[src/rtl/instr_fetch_unit.sv]
// Instruction fetch unit: single-outstanding memory requester feeding a 2-entry {pc, instr} buffer.
// Redirects flush the buffer; a request already in flight is drained and its data dropped.
module instr_fetch_unit #(
    parameter logic [31:0] RESET_PC = 32'h0000_0000
) (
    input  logic        clk,
    input  logic        reset,
    input  logic        redirect,
    input  logic [31:0] redirect_pc,
    output logic        imem_req,
    output logic [31:0] imem_addr,
    input  logic        imem_ack,
    input  logic [31:0] imem_rdata,
    output logic        instr_valid,
    input  logic        instr_ready,
    output logic [31:0] instruction,
    output logic [31:0] instr_pc
);

    localparam logic [31:0] Nop = 32'h0000_0013;

    typedef enum logic [1:0] {StIdle, StReq, StDiscard} state_e;

    state_e      state_q, state_d;
    logic [31:0] fetch_pc_q, fetch_pc_d;
    logic [31:0] addr_q, addr_d;
    logic        req_q, req_d;
    logic [1:0]  count_q, count_d;
    logic        head_q, head_d;
    logic [31:0] pc_mem_q [2];
    logic [31:0] pc_mem_d [2];
    logic [31:0] data_mem_q [2];
    logic [31:0] data_mem_d [2];

    logic        ack_take;
    logic        push;
    logic        pop;
    logic        tail;
    logic        outstanding_after;
    logic        issue;
    logic [31:0] base_pc;

    // Low address bits of a redirect target are ignored; fetches are word aligned.
    logic unused_redirect_lsbs;
    assign unused_redirect_lsbs = ^redirect_pc[1:0];

    always_comb begin
        state_d    = state_q;
        fetch_pc_d = fetch_pc_q;
        addr_d     = addr_q;
        req_d      = req_q;
        head_d     = head_q;
        pc_mem_d   = pc_mem_q;
        data_mem_d = data_mem_q;

        // An ack only counts while a request is in flight.
        ack_take = imem_ack && (state_q != StIdle);
        push     = ack_take && (state_q == StReq) && !redirect;
        pop      = (count_q != 2'd0) && instr_ready && !redirect;
        tail     = head_q ^ count_q[0];

        if (push) begin
            pc_mem_d[tail]   = addr_q;
            data_mem_d[tail] = imem_rdata;
        end

        if (redirect) begin
            count_d = 2'd0;
        end else begin
            count_d = count_q + 2'(push) - 2'(pop);
        end

        if (pop) begin
            head_d = ~head_q;
        end

        outstanding_after = (state_q != StIdle) && !ack_take;
        base_pc           = redirect ? {redirect_pc[31:2], 2'b00} : fetch_pc_q;
        issue             = !outstanding_after && (count_d != 2'd2);

        if (redirect) begin
            fetch_pc_d = base_pc;
        end

        if (issue) begin
            req_d      = 1'b1;
            addr_d     = base_pc;
            fetch_pc_d = base_pc + 32'd4;
            state_d    = StReq;
        end else if (ack_take) begin
            // Buffer full after this push: park until the core drains an entry.
            req_d   = 1'b0;
            state_d = StIdle;
        end else if (redirect && (state_q == StReq)) begin
            state_d = StDiscard;
        end
    end

    always_ff @(posedge clk or negedge reset) begin
        if (!reset) begin
            state_q       <= StIdle;
            fetch_pc_q    <= RESET_PC;
            addr_q        <= RESET_PC;
            req_q         <= 1'b0;
            count_q       <= 2'd0;
            head_q        <= 1'b0;
            pc_mem_q[0]   <= 32'h0;
            pc_mem_q[1]   <= 32'h0;
            data_mem_q[0] <= Nop;
            data_mem_q[1] <= Nop;
        end else begin
            state_q    <= state_d;
            fetch_pc_q <= fetch_pc_d;
            addr_q     <= addr_d;
            req_q      <= req_d;
            count_q    <= count_d;
            head_q     <= head_d;
            pc_mem_q   <= pc_mem_d;
            data_mem_q <= data_mem_d;
        end
    end

    assign imem_req    = req_q;
    assign imem_addr   = addr_q;
    assign instr_valid = (count_q != 2'd0);
    assign instruction = instr_valid ? data_mem_q[head_q] : Nop;
    assign instr_pc    = instr_valid ? pc_mem_q[head_q] : 32'h0;

endmodule
[config.mk]
export PLATFORM = sky130hd
export DESIGN_NAME = instr_fetch_unit
export DESIGN_NICKNAME = d
export VERILOG_FILES = /design/src/rtl/instr_fetch_unit.sv
export SDC_FILE = /design/constraint.sdc
export NUM_CORES = 1
export LEC_CHECK = 0
export BUFFER_PORTS_ARGS = -buffer_cell sky130_fd_sc_hd__buf_2
export CELL_PAD_IN_SITES_DETAIL_PLACEMENT = 2
export CELL_PAD_IN_SITES_GLOBAL_PLACEMENT = 2
export CORE_ASPECT_RATIO = 0.7
export CORE_UTILIZATION = 40
export DETAILED_ROUTE_END_ITERATION = 8
export PLACE_DENSITY = 0.92
export SYNTH_ARGS = -nofsm -noshare
export SYNTH_HDL_FRONTEND = slang
export SYNTH_SLANG_ARGS = --single-unit
[constraint.sdc]
create_clock -name clk -period 6.08 [get_ports clk]
set_input_delay 0.912 -clock clk [delete_from_list [all_inputs] [get_ports clk]]
set_output_delay 0.912 -clock clk [all_outputs]
set_load 0.05 [all_outputs]
Word level (Yosys, flattened, before mapping):

Index checks and enable logic that the tools add are counted.

* reductions and logical operators: 17
* order comparisons: 3
* eq/ne operators: 2
* add/subtract/negate cells: 3
* multiplexer cells: 21
* bitwise gates (word level): 4

Operator list (count)
* 32-bit 2-to-1 mux: 12
* 64-bit bitwise mux: 2
* 32-bit by 3-bit adder with 32-bit output, second input constant: 1
* 32-bit demux with 1-bit select: 1
* 1-bit logical AND: 9
* 2-bit 2-to-1 mux: 4
* 2-bit nonzero test: 4
* 2-bit >= comparator, second input constant: 2
* 1-bit NOT with 2-bit output: 2
* 1-bit logical NOT: 3
* 3-bit nonzero test: 1
* 2-bit by 1-bit adder with 2-bit output: 1
* 2-bit by 1-bit == test with 1-bit output, second input constant: 1
* 2-bit by 1-bit less-than comparator with 1-bit output, second input constant: 1
* 1-bit 2-to-1 mux: 2
* 2-bit != test, second input constant: 1
* 2-bit by 1-bit subtractor with 2-bit output: 1
* 1-bit NOT: 1
* 1-bit XOR: 1

* output and inout port bits: 98
* flip-flop bits (word level): 198
* logic and storage cells: 60
* input bits: 69

Longest topological paths before layout:

* word-level depth: 10
* gate-level depth with buffers: 15
* mapped depth without buffers: 10

Worst setup path after synthesis:

Ideal clock, no wire load.

* path kind: input port to flip-flop
* start: input redirect
* end: register fetch_pc_q[27]
* arrival: 4.036 ns
* setup time: 0.080 ns
* stages on the path: 14
* path slack: 1.964 ns
* path buffers: 5
* required time: 6.000 ns
* path through: buf_4 buf_4 buf_2 buf_1 nor3b_1 ha_1 inv_1 ha_1 xor3_2 a21o_1 buf_2 a211o_1 a2111oi_4 xnor2_1

* elaborated cells between the ends (all ways): 13
* those cells by class: add/sub: 3; eq/ne: 1; mux: 4; reduce/logical: 5

RTL lines
* start: declaration: line 8 `input logic redirect,`
* 1-bit logical NOT (*): line 59 `pop = (count_q != 2'd0) && instr_ready && !redirect;`
* 1-bit logical AND (*): line 59
* via pop: line 37 `logic pop;`
* 2-bit by 1-bit subtractor with 2-bit output (*): line 70 `count_d = count_q + 2'(push) - 2'(pop);`
* 2-bit 2-to-1 mux (*): line 67 `if (redirect) begin`
* 2-bit != test (*): line 79 `issue = !outstanding_after && (count_d != 2'd2);`
* 1-bit logical AND (*): line 79
* 32-bit 2-to-1 mux or 2-bit nonzero test (tied branches)
* end signal: assignment: line 113 `fetch_pc_q <= fetch_pc_d;`
* end: declaration: line 25 `logic [31:0] fetch_pc_q, fetch_pc_d;`

Mark *: on every way through the listed nets, which the timed path passes. The rest lies on a longest branch. The select of a mux whose other input is x is not followed.
A chain may end at the register's enable or synchronous reset.

Worst setup path after layout:

* start: input redirect
* end: register fetch_pc_q[28]

* word-level cells in the longest chain between the ends: 8
* elaborated cells between the ends (all ways): 13
* those cells by class: add/sub: 3; eq/ne: 1; mux: 4; reduce/logical: 5

Ends and longest elaborated chain
* 1-bit logical NOT: line 58, 59
* 1-bit logical AND: line 58 `push = ack_take && (state_q == StReq) && !redirect;`
* 2-bit by 1-bit adder with 2-bit output: line 70
* 2-bit by 1-bit subtractor with 2-bit output: line 70
* 2-bit 2-to-1 mux: line 67
* 2-bit != test: line 79
* 1-bit logical AND: line 79
* 32-bit 2-to-1 mux or 2-bit nonzero test (tied branches)

Parallel ways exist; a longest one is shown, timed or not. The select of a mux whose other input is x is not followed.

==> results.cfg <==
[critical_path]
ff2ff_setup_slack_ps = 2100
cpPeakStageDelay_ps = 840
critPathSlowestCell = nor4bb_1
startpoint_type = primary input
cp_cell_sequence = buf_2 -> nor4bb_1 -> inv_1 -> ha_1 -> inv_1 -> ha_1 -> xor3_2 -> a2111oi_2 -> nand4_1 -> a2111oi_2 -> xnor2_1
cp_data_required_time_ps = 6450
cp_max_fo = 7
rr_endpoint = fetch_pc_q[28]
endpoint_kind = register
critPathLaunch = redirect
cp.arrival_ps = 4470
worstReg2RegStart = state_q[0]
worstSetupPathType = in -> reg
r2r_cells = 10

[sta]
skew_ps = 16.4
tns_ps = 0
hold_ws_ps = 509
timing.fmax_ghz = 0.244
worstMarginPinSlew_ps = 980
worst_slack_ps = 1980
fin_crit_ps = 4100
maxSlewHeadroom = 0.337
rsz0062_at_grt = false
setup_violations = 0
hold_viol = 0
period_share = 0.675
slew_viol_final = 0

[clock_tree]
clk_path_buf_depth = 2
cts_tree = built
postCtsSetupBuffers = 0
cts.htree.levels = 4
clkSlewWorstSetupHoldPaths_ps = 80
clk_latency_ps = 450
cts-hold-fix-buffers = 0
cts.repair.resized = 0
cts_sinks = 198
cts_inserted_buffers = 17
cts_root_buf = clkbuf_16

[floorplanning]
die_h_um = 129
die_w_um = 184
start_util = 0.408
pin_count = 167
row_count = 46
dieArea_mm2 = 0.0238
core_mm2 = 0.0227

[drt]
dr.first_iter.drc_count = 266
vias = 6567
drc = 0
post_drt_wl_per_cell_um = 22.0
ant_nets = 0
wirelength_mm = 27.2
firstDrtPassIters = 8
viasPerCell = 5.31

[synth]
yosys_warnings = 0
synth.net_count = 836
syn_area_per_cell_um2 = 12.1
syn-cell-area_mm2 = 0.00926
synth_cell_type_count = 56
yosys.area_share.simple = 0.104
synth_flop_cell = dfrtp_1
seq_area_frac_synth = 0.536
synth_edf_count = 0
async_reset_ff_frac = 1.00
netlist_instances = 764
synth_top_family_by_area = multiplexers
muxShareOfSynthArea = 0.253
synth_compound_area_frac = 0.0504
synth_adder_area_share = 0.00405
synth-xor-area-share = 0.0301
ys_ff_latch = 198

[global_routing]
antenna_found_initial = 2
grt_pass1_wl_mm = 42.9
grt_pass1_vias = 7405
overflow = 0
grt_max_degree = 103
gr-usage-all-layers = 0.240

[place]
placedCellCount = 1202
dpl_worst_slack_ps = 1500
place_hpwl_mm = 18.7
io_buffer_count = 164
routabilityCongestion = 0.788

[run]
maxCapViolCount = 0

[finish]
nFillCells = 2322
layout_commonest_cell = dfrtp_1
multi_input_area_mm2 = 0.00411
syn_to_final_growth_pct = 18.3
drive_gt1_frac = 0.386
most-common-layout-cells = 191 x dfrtp_1, 163 x buf_2, 128 x mux2_2
nets = 981
area.sequential_mm2 = 0.00497
stdcell_count = 1237

[pwr]
leakage_nw = 5.09
power_density_mw_per_mm2 = 487
peakVddDrop_v = 0.000253
total_power_mw = 5.33

[hold_path]
min_path_cells = 1
hp-class = reg -> reg
hp-start = pc_mem_q[37]
min_to = pc_mem_q[37]

[run_status]
status = finished, final reports clean
sequential cells by signal (all words and copies together) (netlist names):
register	count
data_mem_q	64
pc_mem_q	64
fetch_pc_q	32
imem_addr	32
count_q	2
state_q	2
head_q	1
imem_req	1
where the power goes:
part | switching (mW) | total [mW] | internal, mW
combinational | 1.22 | 1.99 | 0.767
sequential | 0.400 | 2.23 | 1.83
clock | 0.550 | 1.11 | 0.558
total | 2.17 | 5.33 | 3.15
critical path: cells and delay by family:
family | cells | cell delay, ps
AND/OR/NAND/NOR | 2 | 1220
AO/OA/AOI/OAI | 2 | 940
XOR/XNOR | 2 | 620
adder cells (fa/ha/maj) | 2 | 510
buffers and inverters | 3 | 260
kinds of logic after synthesis:
kind of cell | Yosys count
mux | 218
flops | 198
simple gates | 195
compound gates | 69
buf+inv | 51
xor+xnor | 30
fa+ha+maj | 3
Yosys cell counts (3+ instances only):
master	number	share of area
nor2_1	77	0.031
nand2_1	52	0.021
o21ai_0	32	0.017
xor2_1	10	0.0095
clkbuf_1	29	0.012
xnor2_1	19	0.018
a31oi_1	3	0.0020
buf_2	4	0.0022
dfstp_2	6	0.017
a21oi_1	11	0.0059
nand4_1	7	0.0047
mux2_2	128	0.16
buf_1	8	0.0032
nand3_1	13	0.0070
and2_1	3	0.0020
nand3b_1	9	0.0073
inv_1	7	0.0028
ha_1	3	0.0041
nor3_2	3	0.0032
nor2b_1	10	0.0068
nand2b_1	4	0.0027
mux2i_1	90	0.097
dfrtp_1	192	0.52
layout make-up:
type / count / share of cell area
Clock inverter: 13 / 0.0103
Antenna cell: 3 / 0.000685
Multi-Input combinational cell: 515 / 0.375
Tap cell: 312 / 0.0356
Timing Repair Buffer: 170 / 0.0810
Clock buffer: 19 / 0.0414
Inverter: 7 / 0.00240
Sequential cell: 198 / 0.453
per-layer routing:
metal	track usage	up-vias	wire, um
met2	0.429	136	13900
met3	0.0565	24	1200
li1	-	2968	-
met1	0.287	3439	11700
met5	0	-	0
met4	0.0721	0	430
per-stage QoR:
step           area [um^2]   util
2_1_floorplan         9260      -
3_3_place_gp         10400  0.458
3_5_place_dp         10400  0.458
4_1_cts              10900  0.483
5_1_grt              10900  0.483
6_report             11000  0.483
worst max path at each step:
stage	cells after the start	slack, ps	to
floorplan	14	1960	fetch_pc_q[27]
global placement	11	1630	fetch_pc_q[28]
detailed placement	11	1500	fetch_pc_q[28]
CTS	11	1960	fetch_pc_q[28]
global route	11	1670	fetch_pc_q[22]
finish	11	1980	fetch_pc_q[28]
No activity file was read; power rests on OpenSTA's default activity.
